### src/rtl/alu_pkg.sv
// Shared ALU definitions: opcodes, data/select widths and the issue FSM state encoding.
package alu_pkg;

    localparam int unsigned ALU_DW = 8;
    localparam int unsigned ALU_SW = 3;

    localparam logic [ALU_SW-1:0] OP_NOP   = 3'h0;
    localparam logic [ALU_SW-1:0] OP_ADD   = 3'h1;
    localparam logic [ALU_SW-1:0] OP_MUL   = 3'h2;
    localparam logic [ALU_SW-1:0] OP_SUB   = 3'h3;
    localparam logic [ALU_SW-1:0] OP_SHIFT = 3'h4;

    typedef logic [1:0] state_t;

    localparam state_t ST_IDLE  = 2'd0;
    localparam state_t ST_ISSUE = 2'd1;
    localparam state_t ST_WAIT  = 2'd2;
    localparam state_t ST_RESP  = 2'd3;

    function automatic logic op_is_legal(input logic [ALU_SW-1:0] op);
        return (op == OP_ADD) || (op == OP_MUL) || (op == OP_SUB) || (op == OP_SHIFT);
    endfunction

endpackage

### src/rtl/alu_issue_wdog.sv
// WAIT-state timeout counter for alu_issue_ctrl; only instantiated when ALU_ISSUE_TIMEOUT_EN is defined.
module alu_issue_wdog #(
    parameter int unsigned TIMEOUT_CYC = 15
) (
    input  logic clk,
    input  logic rst,
    input  logic start,
    input  logic valid,
    output logic expire
);

    logic [7:0] count;
    logic       running;
    logic       at_limit;

    // Expiry fires in the WAIT cycle whose miss brings the count to TIMEOUT_CYC.
    assign at_limit = (count == 8'(TIMEOUT_CYC - 1));
    assign expire   = running && !valid && at_limit;

    always_ff @(posedge clk) begin
        if (rst) begin
            count   <= '0;
            running <= 1'b0;
        end else if (start) begin
            count   <= '0;
            running <= 1'b1;
        end else if (running) begin
            if (valid || at_limit) begin
                count   <= '0;
                running <= 1'b0;
            end else begin
                count <= count + 8'd1;
            end
        end
    end

endmodule

### src/rtl/alu_issue_ctrl.sv
// Single-outstanding ALU sequencer: command handshake -> ALU issue/wait -> response handshake.
// Optional WAIT timeout enabled by defining ALU_ISSUE_TIMEOUT_EN.
module alu_issue_ctrl
    import alu_pkg::*;
#(
    parameter int unsigned TIMEOUT_CYC = 15
) (
    input  logic              clk,
    input  logic              rst,
    input  logic              Cmd_Valid_i,
    output logic              Cmd_Ready_o,
    input  logic [ALU_SW-1:0] Cmd_Op_i,
    input  logic [ALU_DW-1:0] Cmd_A_i,
    input  logic [ALU_DW-1:0] Cmd_B_i,
    output logic [ALU_SW-1:0] AluSel_o,
    output logic [ALU_DW-1:0] AluD0_o,
    output logic [ALU_DW-1:0] AluD1_o,
    input  logic [ALU_DW-1:0] AluQ_i,
    input  logic              AluValid_i,
    output logic              Rsp_Valid_o,
    input  logic              Rsp_Ready_i,
    output logic [ALU_DW-1:0] Rsp_Data_o,
    output logic              Rsp_Err_o,
    output logic [15:0]       OpCount_o
);

    state_t            state, state_n;
    logic [ALU_SW-1:0] op_q, op_n;
    logic [ALU_DW-1:0] a_q, a_n;
    logic [ALU_DW-1:0] b_q, b_n;
    logic [ALU_DW-1:0] data_q, data_n;
    logic              err_q, err_n;
    logic [15:0]       count_q;
    logic              accept;
    logic              alu_active;
    logic              wd_expire;

`ifdef ALU_ISSUE_TIMEOUT_EN
    alu_issue_wdog #(
        .TIMEOUT_CYC(TIMEOUT_CYC)
    ) u_wdog (
        .clk   (clk),
        .rst   (rst),
        .start (state == ST_ISSUE),
        .valid (AluValid_i),
        .expire(wd_expire)
    );
`else
    // Legal TIMEOUT_CYC is never 0, so the wait never expires in this build.
    assign wd_expire = (TIMEOUT_CYC == 0);
`endif

    // Ready is gated by rst so it reads 0 even before the first reset edge settles the state.
    assign Cmd_Ready_o = (state == ST_IDLE) && !rst;
    assign accept      = Cmd_Valid_i && Cmd_Ready_o;
    assign alu_active  = (state == ST_ISSUE) || (state == ST_WAIT);

    assign AluSel_o    = alu_active ? op_q : OP_NOP;
    assign AluD0_o     = alu_active ? a_q  : '0;
    assign AluD1_o     = alu_active ? b_q  : '0;

    assign Rsp_Valid_o = (state == ST_RESP);
    assign Rsp_Data_o  = data_q;
    assign Rsp_Err_o   = err_q;
    assign OpCount_o   = count_q;

    always_comb begin
        state_n = state;
        op_n    = op_q;
        a_n     = a_q;
        b_n     = b_q;
        data_n  = data_q;
        err_n   = err_q;
        case (state)
            ST_IDLE: begin
                if (accept) begin
                    op_n = Cmd_Op_i;
                    a_n  = Cmd_A_i;
                    b_n  = Cmd_B_i;
                    if (op_is_legal(Cmd_Op_i)) begin
                        state_n = ST_ISSUE;
                    end else begin
                        data_n  = '0;
                        err_n   = 1'b1;
                        state_n = ST_RESP;
                    end
                end
            end
            ST_ISSUE: begin
                state_n = ST_WAIT;
            end
            ST_WAIT: begin
                if (AluValid_i) begin
                    data_n  = AluQ_i;
                    err_n   = 1'b0;
                    state_n = ST_RESP;
                end else if (wd_expire) begin
                    data_n  = '0;
                    err_n   = 1'b1;
                    state_n = ST_RESP;
                end
            end
            ST_RESP: begin
                if (Rsp_Ready_i) begin
                    state_n = ST_IDLE;
                end
            end
            default: begin
                state_n = ST_IDLE;
            end
        endcase
    end

    always_ff @(posedge clk) begin
        if (rst) begin
            state  <= ST_IDLE;
            op_q   <= OP_NOP;
            a_q    <= '0;
            b_q    <= '0;
            data_q <= '0;
            err_q  <= 1'b0;
        end else begin
            state  <= state_n;
            op_q   <= op_n;
            a_q    <= a_n;
            b_q    <= b_n;
            data_q <= data_n;
            err_q  <= err_n;
        end
    end

    always_ff @(posedge clk) begin
        if (rst) begin
            count_q <= '0;
        end else if ((state == ST_RESP) && Rsp_Ready_i) begin
            count_q <= count_q + 16'd1;
        end
    end

endmodule

### config.mk
export PLATFORM = sky130hd
export DESIGN_NAME = alu_issue_ctrl
export DESIGN_NICKNAME = d
export VERILOG_FILES = /design/src/rtl/alu_pkg.sv /design/src/rtl/alu_issue_wdog.sv /design/src/rtl/alu_issue_ctrl.sv
export SDC_FILE = /design/constraint.sdc
export NUM_CORES = 1
export LEC_CHECK = 0
export BUFFER_PORTS_ARGS = -buffer_cell sky130_fd_sc_hd__buf_2
export CELL_PAD_IN_SITES_DETAIL_PLACEMENT = 0
export CELL_PAD_IN_SITES_GLOBAL_PLACEMENT = 1
export CORE_MARGIN = 8
export CORE_UTILIZATION = 35
export CTS_CLUSTER_DIAMETER = 200
export CTS_CLUSTER_SIZE = 8
export DETAILED_ROUTE_END_ITERATION = 7
export PLACE_DENSITY = 0.78
export SLEW_MARGIN = 20
export SYNTH_ARGS = -nofsm -noshare
export SYNTH_HDL_FRONTEND = slang
export SYNTH_SLANG_ARGS = --single-unit
### constraint.sdc
create_clock -name clk -period 1.7 [get_ports clk]
set_input_delay 0.34 -clock clk [delete_from_list [all_inputs] [get_ports clk]]
set_output_delay 0.34 -clock clk [all_outputs]
set_load 0.02 [all_outputs]
* After elaboration in Yosys (flattened, before gate mapping) *
Index checks and enable logic that the tools add are counted.

word-level totals
  flip-flop bits (word level) = 46
  bits in latches = 0
  memory bits (writable) = 0
  ROM bits = 0
  input port bits = 32
  output and inout port bits = 46
  memories = 0

cells by class
  add/subtract/negate cells = 1
  multipliers = 0
  divide/modulo/power cells = 0
  order comparisons = 0
  equal/unequal tests = 11
  shift operators = 0
  multiplexer cells = 16
  bitwise gates (word level) = 0
  reduce and logical (&&, ||, !) cells = 13

operator list
  kind                                                             number
  8-bit 2-to-1 mux                                                 5
  16-bit by 1-bit adder with 16-bit output, second input constant  1
  8-bit one-hot mux with 2 select lines                            1
  2-bit 2-to-1 mux                                                 4
  2-bit one-hot mux with 4 select lines                            1
  3-bit by 2-bit == test with 1-bit output, second input constant  2
  2-bit != test, second input constant                             3
  2-bit == test, second input constant                             2
  1-bit logical OR                                                 4
  4-bit AND reduction                                              1
  3-bit by 1-bit == test with 1-bit output, second input constant  1
  3-bit == test, second input constant                             1
  1-bit logical AND                                                3
  1-bit 2-to-1 mux                                                 3
  3-bit 2-to-1 mux                                                 1
  3-bit AND reduction                                              1
  2-bit by 1-bit == test with 1-bit output, second input constant  1
  2-bit logical NOT                                                1
  2-bit by 1-bit != test with 1-bit output, second input constant  1
  1-bit one-hot mux with 2 select lines                            1
  2-bit AND reduction                                              1
  2-bit nonzero test                                               1
  1-bit logical NOT                                                1

* Logic depth before layout (Yosys ltp) *
  depth in word-level cells = 7
  mapped depth = 8

* Least setup slack after synthesis *
Ideal clock, no wire load.

  path kind = register -> register
  start point = register state[0]
  end point = register a_q[0]
  setup time = 59 ps
  data arrival time = 1727 ps
  required time = 1641 ps
  path slack = -86 ps
  stages on the path, launching flop included = 9
  clock period less this slack = 1786 ps
  path through = dfxtp_1 > inv_1 > ha_1 > nor2b_1 > and2_1 > buf_2 > buf_2 > nand2_1 > nand2_1

on the way
  cells in the longest elaborated chain, start to end = 4

RTL lines
  item                                  RTL line               RTL
  start: declaration                    alu_issue_ctrl.sv:27   state_t state, state_n;
  start signal: assignment              alu_issue_ctrl.sv:123  state <= state_n;
  2-bit logical NOT                     alu_issue_ctrl.sv:54   assign Cmd_Ready_o = (state == ST_IDLE) && !rst;
  1-bit logical AND                     alu_issue_ctrl.sv:54
  named net Cmd_Ready_o                 alu_issue_ctrl.sv:11   output logic Cmd_Ready_o,
  1-bit logical AND                     alu_issue_ctrl.sv:55   assign accept = Cmd_Valid_i && Cmd_Ready_o;
  2-bit AND reduction (no source line)  --
  end signal: assignment                alu_issue_ctrl.sv:125  a_q <= a_n;
  end: declaration                      alu_issue_ctrl.sv:29   logic [ALU_DW-1:0] a_q, a_n;

The timed path passes the listed nets, and every way through them passes these cells.
A chain may end at the register's enable or synchronous reset.

* Worst setup path after layout *
  start point = register state[0]
  end point = output port AluD0_o[5]

on the way
  cells in the longest elaborated chain, start to end = 3
  elaborated cells on any way between the ends = 4

RTL lines
  item                                                                       RTL line              RTL
  2-bit by 1-bit == test with 1-bit output or 2-bit == test (tied branches)  alu_issue_ctrl.sv:56  assign alu_active = (state == ST_ISSUE) || (state == ST_WAIT);
  1-bit logical OR (*)                                                       alu_issue_ctrl.sv:56
  8-bit 2-to-1 mux (*)                                                       alu_issue_ctrl.sv:59  assign AluD0_o = alu_active ? a_q : '0;
  end: declaration                                                           alu_issue_ctrl.sv:16  output logic [ALU_DW-1:0] AluD0_o,

Every way passes the cells marked *; elsewhere a longest branch is shown, timed or not.

==> flow_metrics.env <==
export IMPL_clock_skew_ns=0.004925
export IMPL_worst_ep_arrival_time_ns=1.40
export IMPL_num_nets_final=373
export IMPL_vias=1942
export IMPL_syn_cell_area_mm2=0.002031
export IMPL_cp_startpoint="state[0]"
export IMPL_p_comb_frac=0.449
export IMPL_grt_antenna_before_repair=0
export IMPL_hp_class="input pin to flip-flop"
export IMPL_tightest_slew_ns=0.3914
export IMPL_final_cell_mix="buf_2 (58), dfxtp_1 (44), nand2_1 (44)"
export IMPL_port_buffers=77
export IMPL_routed_via_density=4.748
export IMPL_die_area_mm2=0.008495
export IMPL_clock_latency_ns=0.29
export IMPL_ys_async_sr_fraction=0
export IMPL_power_switching_mw=1.254
export IMPL_rsz0062_at_grt="yes"
export IMPL_crit_buf_inv=3
export IMPL_core_area_mm2=0.005540
export IMPL_fmax_ghz=0.5763
export IMPL_leakage_nw=1.444
export IMPL_route_detailed_drc=0
export IMPL_cts_max_level=2
export IMPL_grt_overflow=0
export IMPL_synth_edff_count=0
export IMPL_reg2reg_to="state[1]"
export IMPL_yosysWarnings=0
export IMPL_status="finished, violations left"
export IMPL_clockRootBuffer="clkbuf_8"
export IMPL_clkSinkCount=46
export IMPL_cp_depth=5
export IMPL_swShare=0.3510
export IMPL_wl_per_cell_um=13.51
export IMPL_wl_um=5527
export IMPL_violations="setup timing"
export IMPL_cts_buffers=5
export IMPL_ys_types=32
export IMPL_layout_drive_gt1_share=0.4065
export IMPL_dp_slack_ns=-0.08847
export IMPL_r2r_slack_ns=0.06
export IMPL_reg2regPathDepth=7
export IMPL_power_internal_mw=2.317
export IMPL_path_max_fanout=9
export IMPL_tns_ns=-0.3652
export IMPL_fp_row_count=27
export IMPL_syn_inst=235
export IMPL_firstDrtPassIters=4
export IMPL_dp_hpwl_um=3802
export IMPL_p_per_area_mw_per_mm2=1185
export IMPL_yosys_most_used_dff="dfxtp_1"
export IMPL_seqPwrFrac=0.360
export IMPL_grt_pass1_wl_um=9121
export IMPL_design_power_total_mw=3.571
export IMPL_path_delay_family="flip-flops"
export IMPL_cts_path_max_buffers=2
export IMPL_crit_path_end="AluD0_o[5]"
export IMPL_cp_cell_sequence="inv_4 -> ha_4 -> buf_6 -> and2_1 -> buf_6"
export IMPL_cp_end_kind="primary output"
export IMPL_seq_area_frac_synth=0.4535
export IMPL_grt_max_degree=24
export IMPL_hold_viol_final=0
export IMPL_ys_ff_latch=46
export IMPL_setup_violations_final=18
export IMPL_setup_slack_ns=-0.03530
export IMPL_synth_fp_nets=272
export IMPL_io_pins=78
export IMPL_crit_top_cell="buf_6"
export IMPL_slowest_delay_ns=0.36
export IMPL_grt_pass1_vias=1983
export IMPL_grt_use_total=0.1288
export IMPL_die_h_um=92.17
export IMPL_synth_avg_cell_area_um2=8.641
export IMPL_r2r_start="state[1]"
export IMPL_fin_crit_sh=1.021
export IMPL_clkPwrFrac=0.190
export IMPL_cts_tree="built"
export IMPL_die_x_um=92.17
export IMPL_fin_crit_ns=1.735
export IMPL_required_ns=1.36
export IMPL_synthToLayoutAreaGrowth_pct=48.43
export IMPL_peakVddDrop_uv=519.6
export IMPL_antenna_cells=0
export IMPL_cap_violations=0
export IMPL_drt_iter0_markers=66
export IMPL_maxSlewViolCount=0
export IMPL_crit_slowest_cell="dfxtp_2"
export IMPL_clk_pin_slew_worst_paths_ns=0.08
export IMPL_cp_start_kind="flip-flop"
export IMPL_routabilityCongestion=0.7331
export IMPL_crit_type="flip-flop to primary output"
export IMPL_final_common_cell="buf_2"
export IMPL_start_util=0.3665
export IMPL_slew_limit_headroom=0.7383
export IMPL_antenna_left=0
==> worst min-delay path: stages <==
cell and delay, ns:
buf_2 0.07, nand2_1 0.04, nand2_1 0.04
==> routing by layer <==
layer  vias up  global-route usage  routed length, um
li1        995                   -                  -
met1       889              0.1470               2449
met2        54              0.2092               2504
met3         4             0.06438                527
met4         0             0.03221                 46
met5         -                   0                  0
==> power by group through the flow <==
stage / sequential [mW] / clock (mW) / combinational [mW]
2_1_floorplan: 1.31 / 0 / 0.681
5_1_grt: 1.30 / 0.748 / 1.75
3_5_place_dp: 1.30 / 0 / 1.07
3_3_place_gp: 1.30 / 0 / 1.06
6_report: 1.29 / 0.680 / 1.60
4_1_cts: 1.28 / 0.711 / 1.40
==> final cells by class <==
| class | count | area [um2] |
|---|---|---|
| Multi-Input combinational cell | 171 | 1155 |
| Inverter | 8 | 32.53 |
| Tap cell | 72 | 90.09 |
| Fill cell | 548 | 2526 |
| Timing Repair Buffer | 104 | 721.9 |
| Clock buffer | 7 | 86.33 |
| Clock inverter | 1 | 5.005 |
| Sequential cell | 46 | 923.4 |
==> per-stage QoR <==
| stage | cells | hold WS [ns] | util | cell area [um2] |
|---|---|---|---|---|
| 2_1_floorplan | 235 | 0.4390 | - | 2036 |
| 3_3_place_gp | 393 | 0.4559 | 0.4715 | 2613 |
| 3_5_place_dp | 393 | 0.4595 | 0.4715 | 2613 |
| 4_1_cts | 405 | 0.2119 | 0.5201 | 2882 |
| 5_1_grt | 409 | 0.2152 | 0.5440 | 3014 |
| 6_report | 409 | 0.2216 | 0.5440 | 3014 |
==> kinds of logic after synthesis <==
| family | share of synthesized area |
|---|---|
| and+or+nand+nor | 0.3321 |
| xor gates and xnor gates | 0.05176 |
| adders and majority gates | 0.03081 |
| DFF | 0.4535 |
| AOI/OAI and AO/OA | 0.08626 |
| buffers and inverters | 0.03512 |
| muxes | 0.01047 |
==> sequential cells by signal (all words and copies together), names as in the netlist <==
signal	count
b_q	8
a_q	8
state	2
Rsp_Err_o	1
op_q	3
Rsp_Data_o	8
OpCount_o	16
==> cells in the mapped netlist, drive strengths merged (2+ instances only) <==
cell type   n  area share
xnor2       8       0.035
a31oi       2      0.0062
xor2        4       0.017
nand2      45       0.083
nor2b       2      0.0062
nand3       6       0.015
a22o        8       0.035
a211oi      2       0.014
nor2       18       0.033
and2       20       0.062
nor4        4       0.012
nand3b     20       0.074
o21ai       3      0.0074
ha          5       0.031
nand4       5       0.015
dfxtp      46        0.45
nor3        5       0.015
or3         3      0.0092
clkbuf      7       0.013
inv         8       0.015
buf         3      0.0074
a21oi       3      0.0074
==> repair_timing <==
action,4_1_cts,5_1_grt
cloned,0,0
pin swaps,1,5
setup buffers,4,4
hold buffers,0,0
gates resized for setup,48,22
endpoints found under the setup margin,46,49
==> how the worst min path moves through the flow <==
stage	from	to	cells past startpoint
after floorplan	Cmd_A_i[0]	a_q[0]	2
after global placement	a_q[4]	a_q[4]	2
after detailed placement	a_q[0]	a_q[0]	2
after CTS	Cmd_B_i[2]	b_q[2]	3
after global routing	Cmd_B_i[1]	b_q[1]	3
final	Cmd_B_i[7]	b_q[7]	3
Power figures use the tool's default switching activity.
